## config.mk

```make
export PLATFORM = sky130hd
export DESIGN_NAME = gat_feat_bram_reader
export DESIGN_NICKNAME = d
export VERILOG_FILES = /design/src/rtl/gat_feat_bram_reader.sv
export SDC_FILE = /design/constraint.sdc
export NUM_CORES = 1
export LEC_CHECK = 0
export BUFFER_PORTS_ARGS = -buffer_cell sky130_fd_sc_hd__buf_2
export CAP_MARGIN = 20
export CORE_MARGIN = 3
export CORE_UTILIZATION = 35
export CTS_BUF_LIST = sky130_fd_sc_hd__clkbuf_4 sky130_fd_sc_hd__clkbuf_8
export CTS_CLUSTER_DIAMETER = 50
export CTS_CLUSTER_SIZE = 14
export DETAILED_ROUTE_END_ITERATION = 10
export HOLD_SLACK_MARGIN = 0.06
export PLACE_DENSITY = 0.53
export SYNTH_ARGS = -nofsm -noshare
export SYNTH_HDL_FRONTEND = slang
export SYNTH_SLANG_ARGS = --single-unit
```

## constraint.sdc

```tcl
create_clock -name clk -period 5.05 [get_ports clk]
set_input_delay 0 -clock clk [delete_from_list [all_inputs] [get_ports clk]]
set_output_delay 0 -clock clk [all_outputs]
set_load 0.01 [all_outputs]
```

## src/rtl/gat_feat_bram_reader.sv

```systemverilog
// gat_feat_bram_reader
//   Streams the new-feature BRAM (port B) out as one AXI-Stream frame per
//   start request, once gat_ready reports the results are final. Reads are
//   credit-limited so that the output FIFO never overflows. The FIFO hides the
//   BRAM read latency and absorbs downstream back-pressure.
//
// Ports
//   clk, rst_n       clock (rising edge), synchronous active-low reset
//   start            1-cycle frame request (ignored unless idle)
//   gat_ready        feature BRAM holds final results
//   feat_bram_addrb  byte address to the BRAM, bits [1:0] always 0
//   feat_bram_dout   BRAM read data, valid BRAM_RD_LATENCY cycles after addrb
//   m_axis_*         AXI-Stream master (tdata/tvalid/tready/tlast)
//   busy             frame in progress
//   done             1-cycle pulse after the last beat is accepted
module gat_feat_bram_reader #(
  parameter int NEW_FEATURE_WIDTH  = 32,
  parameter int NUM_SUBGRAPHS      = 2708,
  parameter int NUM_FEATURE_OUT    = 16,
  parameter int NEW_FEATURE_DEPTH  = NUM_SUBGRAPHS * NUM_FEATURE_OUT,
  parameter int NEW_FEATURE_ADDR_W = $clog2(NEW_FEATURE_DEPTH),
  parameter int BRAM_RD_LATENCY    = 2,
  parameter int FIFO_DEPTH         = 4
) (
  input  logic                          clk,
  input  logic                          rst_n,
  input  logic                          start,
  input  logic                          gat_ready,
  output logic [NEW_FEATURE_ADDR_W+1:0] feat_bram_addrb,
  input  logic [NEW_FEATURE_WIDTH-1:0]  feat_bram_dout,
  output logic [NEW_FEATURE_WIDTH-1:0]  m_axis_tdata,
  output logic                          m_axis_tvalid,
  input  logic                          m_axis_tready,
  output logic                          m_axis_tlast,
  output logic                          busy,
  output logic                          done
);

  localparam int          CW  = NEW_FEATURE_ADDR_W + 1;
  localparam int          PW  = (FIFO_DEPTH > 1) ? $clog2(FIFO_DEPTH) : 1;
  localparam int          NW  = $clog2(FIFO_DEPTH + 1);
  localparam int          L   = BRAM_RD_LATENCY;
  localparam int unsigned FD  = FIFO_DEPTH;
  localparam logic [CW-1:0] LAST_IDX = CW'(NEW_FEATURE_DEPTH - 1);

  typedef enum logic [2:0] {
    IDLE,
    WAIT_RDY,
    READ,
    DRAIN,
    DONE
  } state_t;

  state_t                       state;
  logic [CW-1:0]                rd_idx;
  logic [CW-1:0]                tx_cnt;
  // Bit 0 marks the address currently on addrb; bit L marks the word whose
  // data is on feat_bram_dout this cycle and is written into the FIFO.
  logic [L:0]                   vld_sr;
  logic [NEW_FEATURE_WIDTH-1:0] fifo_mem [FIFO_DEPTH];
  logic [PW-1:0]                wr_ptr;
  logic [PW-1:0]                rd_ptr;
  logic [NW-1:0]                fifo_count;

  logic        issue;
  logic        push;
  logic        pop;
  logic        last_issue;
  logic        last_beat;
  int unsigned inflight;
  int unsigned occupancy;

  function automatic logic [PW-1:0] ptr_inc(input logic [PW-1:0] p);
    return (p == PW'(FIFO_DEPTH - 1)) ? '0 : p + 1'b1;
  endfunction

  assign m_axis_tvalid = (fifo_count != '0);
  assign m_axis_tdata  = fifo_mem[rd_ptr];
  assign m_axis_tlast  = m_axis_tvalid && (tx_cnt == LAST_IDX);

  always_comb begin
    inflight = 0;
    for (int unsigned i = 0; i <= L; i++) begin
      inflight += 32'(vld_sr[i]);
    end
    pop  = m_axis_tvalid && m_axis_tready;
    push = vld_sr[L];
    // A word popped this cycle frees its slot immediately, which keeps one
    // word per cycle flowing with tready held high.
    occupancy  = 32'(fifo_count) + inflight - 32'(pop);
    // The first read goes out on the same edge that leaves WAIT_RDY.
    issue      = ((state == READ) || ((state == WAIT_RDY) && gat_ready)) && (occupancy < FD);
    last_issue = issue && (rd_idx == LAST_IDX);
    last_beat  = pop && (tx_cnt == LAST_IDX);
  end

  always_ff @(posedge clk) begin
    if (!rst_n) begin
      state           <= IDLE;
      busy            <= 1'b0;
      done            <= 1'b0;
      rd_idx          <= '0;
      tx_cnt          <= '0;
      feat_bram_addrb <= '0;
      vld_sr          <= '0;
      wr_ptr          <= '0;
      rd_ptr          <= '0;
      fifo_count      <= '0;
      for (int unsigned i = 0; i < FD; i++) begin
        fifo_mem[i] <= '0;
      end
    end else begin
      vld_sr <= {vld_sr[L-1:0], issue};

      if (issue) begin
        feat_bram_addrb <= (NEW_FEATURE_ADDR_W + 2)'({rd_idx, 2'b00});
        rd_idx          <= rd_idx + 1'b1;
      end

      if (push) begin
        fifo_mem[wr_ptr] <= feat_bram_dout;
        wr_ptr           <= ptr_inc(wr_ptr);
      end

      if (pop) begin
        rd_ptr <= ptr_inc(rd_ptr);
        tx_cnt <= tx_cnt + 1'b1;
      end

      if (push && !pop) begin
        fifo_count <= fifo_count + 1'b1;
      end else if (!push && pop) begin
        fifo_count <= fifo_count - 1'b1;
      end

      done <= 1'b0;
      unique case (state)
        IDLE: begin
          if (start) begin
            state  <= WAIT_RDY;
            busy   <= 1'b1;
            rd_idx <= '0;
            tx_cnt <= '0;
          end
        end
        WAIT_RDY: begin
          if (gat_ready) begin
            state <= last_issue ? DRAIN : READ;
          end
        end
        READ: begin
          if (last_issue) begin
            state <= DRAIN;
          end
        end
        DRAIN: begin
          if (last_beat) begin
            state <= DONE;
            busy  <= 1'b0;
            done  <= 1'b1;
          end
        end
        DONE: begin
          state <= IDLE;
        end
        default: begin
          state <= IDLE;
        end
      endcase
    end
  end

endmodule

```

==> results of run 1 <==
-- stage by stage --
stage / cells / worst slack, ps / cell area, um2 / hold WS (ps) / util (%)
6_report: 1110 / 1028 / 10200 / 160.4 / 42.82
2_1_floorplan: 664 / 1780 / 8623 / 153.2 / -
3_3_place_gp: 1040 / 935.5 / 9395 / 307.0 / 39.44
4_1_cts: 1108 / 1047 / 10180 / 160.4 / 42.74
5_1_grt: 1110 / 724.4 / 10200 / 158.8 / 42.82
3_5_place_dp: 1041 / 1053 / 9410 / 312.7 / 39.50
-- state kept, by name, indices dropped and copies added (netlist names), named ones only --
register,count
vld_sr,3
busy,1
feat_bram_addrb,16
state,3
rd_ptr,2
rd_idx,17
tx_cnt,17
done,1
fifo_count,3
fifo_mem,128
wr_ptr,2
-- per-layer routing --
metal | track usage, % | up-vias | routed length (um)
li1 | - | 2653 | -
met5 | 0 | - | 0
met4 | 4.152 | 0 | 277
met3 | 2.950 | 24 | 618
met1 | 18.60 | 2834 | 8781
met2 | 26.77 | 105 | 9968
-- worst max-delay path: stages (launching register included) --
cell and delay [ps]:
dfxtp_1 390, o31ai_1 260, buf_4 210, clkinv_1 220
ha_1 350, fa_1 370, inv_1 60, ha_1 210
and3b_1 190, nor3_1 430, o211ai_2 350, buf_8 270
or4_1 510, a21oi_1 150
-- power groups by stage --
stage / Clock [uW] / Combinational (uW) / Sequential [uW]
3_5_place_dp: 0 / 767 / 1900
5_1_grt: 1180 / 872 / 1870
3_3_place_gp: 0 / 743 / 1890
2_1_floorplan: 0 / 563 / 1840
4_1_cts: 1110 / 792 / 1860
6_report: 1070 / 782 / 1860
-- kinds of logic after synthesis --
logic type,count (synthesis)
flops,195
compound gates,51
other cells,1
fa+ha+maj,13
buf+inv,55
mux,53
xor+xnor,19
simple gates,276
-- placed cells by master, fill, tap and decap left out, drive strengths merged, types with 3 or more instances in the layout --
cell	Yosys	final
edfxtp	128	128
and2	102	102
buf	11	99
dfxtp	67	67
nor2	47	47
and3	35	35
dlygate4sd3	0	35
mux4	32	32
nand2	23	23
inv	14	22
a21oi	21	21
mux2i	21	21
clkbuf	29	17
xor2	16	16
nand3	13	13
ha	11	11
nand4	9	9
o31ai	8	8
nand2b	8	8
nor3	6	6
clkinv	1	6
or3	5	5
o21ai	5	5
or4	5	5
nor4	4	4
nor4bb	3	3
xnor2	3	3
or4b	3	3
and4	3	3
nor3b	3	3
-- layout make-up --
type,instances,share of cell area [%]
sequential,195,50.86
timing repair buffer,134,8.710
clock buffer,17,2.294
tap,319,3.913
inverter,15,0.5520
multi-input combinational,414,31.81
antenna,1,0.02453
clock inverter,15,1.840
-- worst paths after layout --
check,end,cells past startpoint,startpoint
min reg2reg,vld_sr[1],1,vld_sr[0]
min,state[1],4,rst_n
max,rd_idx[5],13,fifo_count[2]
max reg2reg,rd_idx[5],13,fifo_count[2]
-- timing repair --
action,in CTS,in global routing
setup endpoints to repair,0,0
hold endpoints to repair,134,0
hold buffers,35,0
==> impl_metrics.env, run 1 <==
export IMPL_total_power_uw=3708
export IMPL_yosysMostFrequentCell="edfxtp_1"
export IMPL_cts_tree="yes"
export IMPL_wl_mm=19.65
export IMPL_hold_path_class="input pin to flip-flop"
export IMPL_syn_mean_instance_area_um2=13.00
export IMPL_setup_worst_path_class="flip-flop to flip-flop"
export IMPL_clock_root_buffer="clkbuf_8"
export IMPL_layout_min_cycle_time_ps=4022
export IMPL_core_area_um2=23820
export IMPL_area_fraction_of_the_dominant_cell_type_after_synthesis_pct=44.59
export IMPL_cts_setup_buffers=0
export IMPL_layout_worst_path_cycle_share_pct=79.65
export IMPL_synth_ff_type="edfxtp_1"
export IMPL_drt_first_pass_iters=4
export IMPL_signal_arrival_time_at_the_worst_endpoint_ps=4440
export IMPL_cts_sink_count=195
export IMPL_routability_congestion_estimate_from_global_placement=0.7237
export IMPL_worst_endpoint_required_ps=5470
export IMPL_combPwrFrac_pct=21.1
export IMPL_power_switching_uw=1111
export IMPL_drt_iter0_markers=303
export IMPL_grt_first_pass_wirelength_mm=30.77
export IMPL_floorplan_die_height_um=162.9
export IMPL_synth_compound_area_share_pct=4.137
export IMPL_result_of_the_run="finished clean"
export IMPL_syn_instance_count=663
export IMPL_final_layout_size_suffix_gt1_share_pct=22.28
export IMPL_timing_max_cap_violations=0
export IMPL_effective_utilization_at_floorplan_pct=36.18
export IMPL_post_drt_wl_per_cell_um=17.70
export IMPL_post_synth_instance_area_um2=8620
export IMPL_synth_top_family_by_area="simple AND/OR/NAND/NOR gates"
export IMPL_layout_nets=827
export IMPL_grt_antenna_before_repair=1
export IMPL_track_usage_pct=15.03
export IMPL_measured_slew_at_the_worst_slew_check_pin_ps=1032
export IMPL_seq_area_frac_synth_pct=60.15
export IMPL_grt_max_degree=42
export IMPL_pwr_share_seq_pct=50.0
export IMPL_setup_viol=0
export IMPL_max_vdd_ir_drop_mv=0.1740
export IMPL_areaGrowthSynthToFinish_pct=18.33
export IMPL_cts_buffers_inserted=17
export IMPL_count_of_filler_cells_inserted_in_the_layout=2315
export IMPL_clk_insertion_delay_late_ps=480
export IMPL_slew_violations=0
export IMPL_hold_viol_final=0
export IMPL_critical_path_peak_fanout=14
export IMPL_synth_top_cells_by_count="128 x edfxtp_1, 102 x and2_1, 67 x dfxtp_1"
export IMPL_die_width_um=162.9
export IMPL_die_area_um2=26550
export IMPL_leakage_uw=0.004031
export IMPL_post_synth_num_cell_types=53
export IMPL_multi_input_logic_area_um2=3244
export IMPL_clk_transition_reported_paths_ps=110
export IMPL_ys_seq_elements=195
export IMPL_rsz0062_at_grt="false"
export IMPL_first_global_vias=5810
export IMPL_ys_async_sr_fraction_pct=0
export IMPL_setup_tns_ps=0
export IMPL_adder_cell_share_of_the_synthesized_area_pct=2.061
export IMPL_drc_errors=0
export IMPL_startpoint_type="flip-flop"
export IMPL_synthesis_yosys_warnings=0
export IMPL_power_switching_share_pct=29.95
export IMPL_ios=91
export IMPL_timing_clock_skew_ps=21.52
export IMPL_cell_accounting_for_the_most_synthesized_area="edfxtp_1"
export IMPL_setup_worst_path_end_class="flip-flop"
export IMPL_synth_enable_flop_cells=128
export IMPL_place_detailed_hpwl_mm=11.67
export IMPL_yosys_area_share_simple_pct=18.33
export IMPL_antenna_violating_nets_post_route=0
export IMPL_slew_headroom_pct=31.19
export IMPL_post_cts_resized=0
export IMPL_clock_network_power_share_pct=28.9
export IMPL_global_route_overflow_total=0
export IMPL_post_drt_via_cell_ratio=5.059
export IMPL_synth_xor_area_share_pct=1.931
export IMPL_clockBufferDepth=2
export IMPL_clock_tree_htree_level_count=4
export IMPL_cells_taking_the_most_area_after_synthesis="edfxtp_1 45%, dfxtp_1 16%, mux4_2 8.4%"
export IMPL_internal_uw=2597
export IMPL_ff_latch_area_um2=5187
export IMPL_max_freq_mhz=248.6
export IMPL_power_per_cell_area_nw_per_um2=363.5
export IMPL_detailroute_via_count=5616
export IMPL_synth_area_mux_share_pct=10.80
export IMPL_rows=56
export IMPL_place_port_buffers=88
export IMPL_reg2reg_slack_ps=1030
No activity file was read; power rests on OpenSTA's default activity.
==> run 2, diff against run 1 <==
--- a/config.mk
+++ b/config.mk
@@ -14,7 +14,7 @@
 export CTS_CLUSTER_SIZE = 14
 export DETAILED_ROUTE_END_ITERATION = 10
 export HOLD_SLACK_MARGIN = 0.06
-export PLACE_DENSITY = 0.53
+export PLACE_DENSITY = 0.55
 export SYNTH_ARGS = -nofsm -noshare
 export SYNTH_HDL_FRONTEND = slang
 export SYNTH_SLANG_ARGS = --single-unit
==> constraint.sdc (replaced) <==
create_clock -name clk -period 3.7 [get_ports clk]
set_input_delay 0 -clock clk [delete_from_list [all_inputs] [get_ports clk]]
set_output_delay 0 -clock clk [all_outputs]
set_load 0.01 [all_outputs]
==> impl_metrics.env, run 2 (synthesis gave the netlist of run 1 again) <==
export IMPL_power_per_cell_area_nw_per_um2=497.9
export IMPL_post_drt_via_cell_ratio=5.059
export IMPL_detailroute_via_count=5646
export IMPL_track_usage_pct=15.32
export IMPL_max_vdd_ir_drop_mv=0.2175
export IMPL_layout_top_registers="fifo_mem: 128 flops, rd_idx: 17 flops, tx_cnt: 17 flops"
export IMPL_cts_tree="yes"
export IMPL_count_of_filler_cells_inserted_in_the_layout=2246
export IMPL_worstPathCellList="o31ai_1, clkinv_1, ha_1, fa_1, inv_1, ha_1, and3b_1, o211a_1, o211ai_4, buf_4, mux2i_1, nor2_1"
export IMPL_rsz0062_at_grt="false"
export IMPL_leakage_uw=0.004048
export IMPL_dpl_worst_slack_ps=169.9
export IMPL_drt_iter0_markers=346
export IMPL_areaGrowthSynthToFinish_pct=18.80
export IMPL_hold_path_class="input pin to flip-flop"
export IMPL_result_of_the_run="finished clean"
export IMPL_core_area_um2=23820
export IMPL_global_route_overflow_total=0
export IMPL_setup_slack_after_layout_ps=351.2
export IMPL_routability_congestion_estimate_from_global_placement=0.7802
export IMPL_ios=91
export IMPL_cts_sink_count=195
export IMPL_startpoint_type="flip-flop"
export IMPL_clk_transition_reported_paths_ps=110
export IMPL_layout_min_cycle_time_ps=3349
export IMPL_timing_clock_skew_ps=15.29
export IMPL_drt_first_pass_iters=4
export IMPL_floorplan_die_height_um=162.9
export IMPL_setup_worst_path_end_class="flip-flop"
export IMPL_top_register="fifo_mem"
export IMPL_clk_insertion_delay_late_ps=460
export IMPL_cts_setup_buffers=0
export IMPL_final_layout_size_suffix_gt1_share_pct=22.84
export IMPL_final_common_cell="edfxtp_1"
export IMPL_layout_worst_path_cycle_share_pct=90.51
export IMPL_die_width_um=162.9
export IMPL_cp_max_stage_delay_ps=400
export IMPL_multi_input_logic_area_um2=3258
export IMPL_slew_violations=0
export IMPL_post_drt_wl_per_cell_um=17.62
export IMPL_critPathSlowestCell="o211ai_4"
export IMPL_setup_tns_ps=0
export IMPL_largest_register_ffs=128
export IMPL_grt_first_pass_wirelength_mm=31.39
export IMPL_grt_max_degree=38
export IMPL_critical_path_peak_fanout=12
export IMPL_effective_utilization_at_floorplan_pct=36.18
export IMPL_layout_nets=834
export IMPL_measured_slew_at_the_worst_slew_check_pin_ps=1034
export IMPL_holdWs_ps=386.3
export IMPL_layout_cells_most_common_list="128 x edfxtp_1, 102 x and2_1, 88 x buf_2, 65 x dfxtp_1, 47 x nor2_1"
export IMPL_max_freq_mhz=298.6
export IMPL_cts_buffers_inserted=17
export IMPL_setup_viol=0
export IMPL_die_area_um2=26550
export IMPL_antenna_diode_count=0
export IMPL_antenna_violating_nets_post_route=0
export IMPL_signal_arrival_time_at_the_worst_endpoint_ps=3690
export IMPL_setup_worst_path_class="flip-flop to flip-flop"
export IMPL_place_detailed_hpwl_mm=11.85
export IMPL_critical_path_top_cell_by_count="ha_1"
export IMPL_grt_antenna_before_repair=0
export IMPL_critPathBufInv=3
export IMPL_clock_root_buffer="clkbuf_8"
export IMPL_place_port_buffers=88
export IMPL_wl_mm=19.67
export IMPL_clockBufferDepth=2
export IMPL_slew_headroom_pct=31.09
export IMPL_drc_errors=0
export IMPL_clock_tree_htree_level_count=4
export IMPL_ff_latch_area_um2=5187
export IMPL_first_global_vias=6041
export IMPL_timing_max_cap_violations=0
export IMPL_rows=56
export IMPL_hold_viol_final=0
export IMPL_timing_critical_path_max_delay_family="compound AO/OA/AOI/OAI gates"
export IMPL_worst_endpoint_required_ps=4040
export IMPL_final_core_util_pct=42.98
run 2: timing repair:
item                                    CTS  global route
endpoints found under the setup margin    0            16
hold buffers                             37             0
gates resized for setup                   0             2
endpoints found under the hold margin   133             0
run 2: final timing paths:
kind                            from                   to  slack (ps)  depth (start not counted)
hold reg to reg            vld_sr[1]            vld_sr[2]         440                          2
hold / removal    feat_bram_dout[22]      fifo_mem[1][22]         390                          3
setup / recovery       fifo_count[0]  feat_bram_addrb[14]         350                         12
setup reg to reg       fifo_count[0]  feat_bram_addrb[14]         350                         12
run 2: power by group:
part / total (uW) / switching [uW] / internal (uW)
registers: 2530 / 106 / 2420
logic: 1140 / 615 / 526
clock network: 1430 / 799 / 632
run 2: stage by stage:
stage / instances / area (um2) / total power [uW]
CTS: 1116 / 10230 / 5131
finish: 1116 / 10240 / 5098
floorplan: 664 / 8623 / 3284
detailed placement: 1047 / 9448 / 3671
global route: 1116 / 10240 / 5387
global placement: 1047 / 9448 / 3635
run 2: cell type report:
type | count | share of cell area (%)
Clock buffer | 18 | 2.358
Clock inverter | 14 | 1.625
Inverter | 15 | 0.5499
Multi-Input combinational cell | 414 | 31.82
Sequential cell | 195 | 50.66
Tap cell | 319 | 3.898
Timing Repair Buffer | 141 | 9.091
run 2: worst register-to-register path: stages, from the launching register on:
cell,delay [ps]
dfxtp_1,380
o31ai_1,320
clkinv_1,140
ha_1,300
fa_1,360
inv_1,60
ha_1,210
and3b_1,200
o211a_1,290
o211ai_4,410
buf_4,270
mux2i_1,240
nor2_1,70
run 2: metal layers:
layer	part of all wire [%]	track usage [%]	routed length [um]	up-vias
met3	3.8	3.128	756	29
met4	1.7	4.844	325	0
met2	51	27.09	9979	137
met1	44	18.78	8605	2808
li1	-	-	-	2672
met5	0	0	0	-
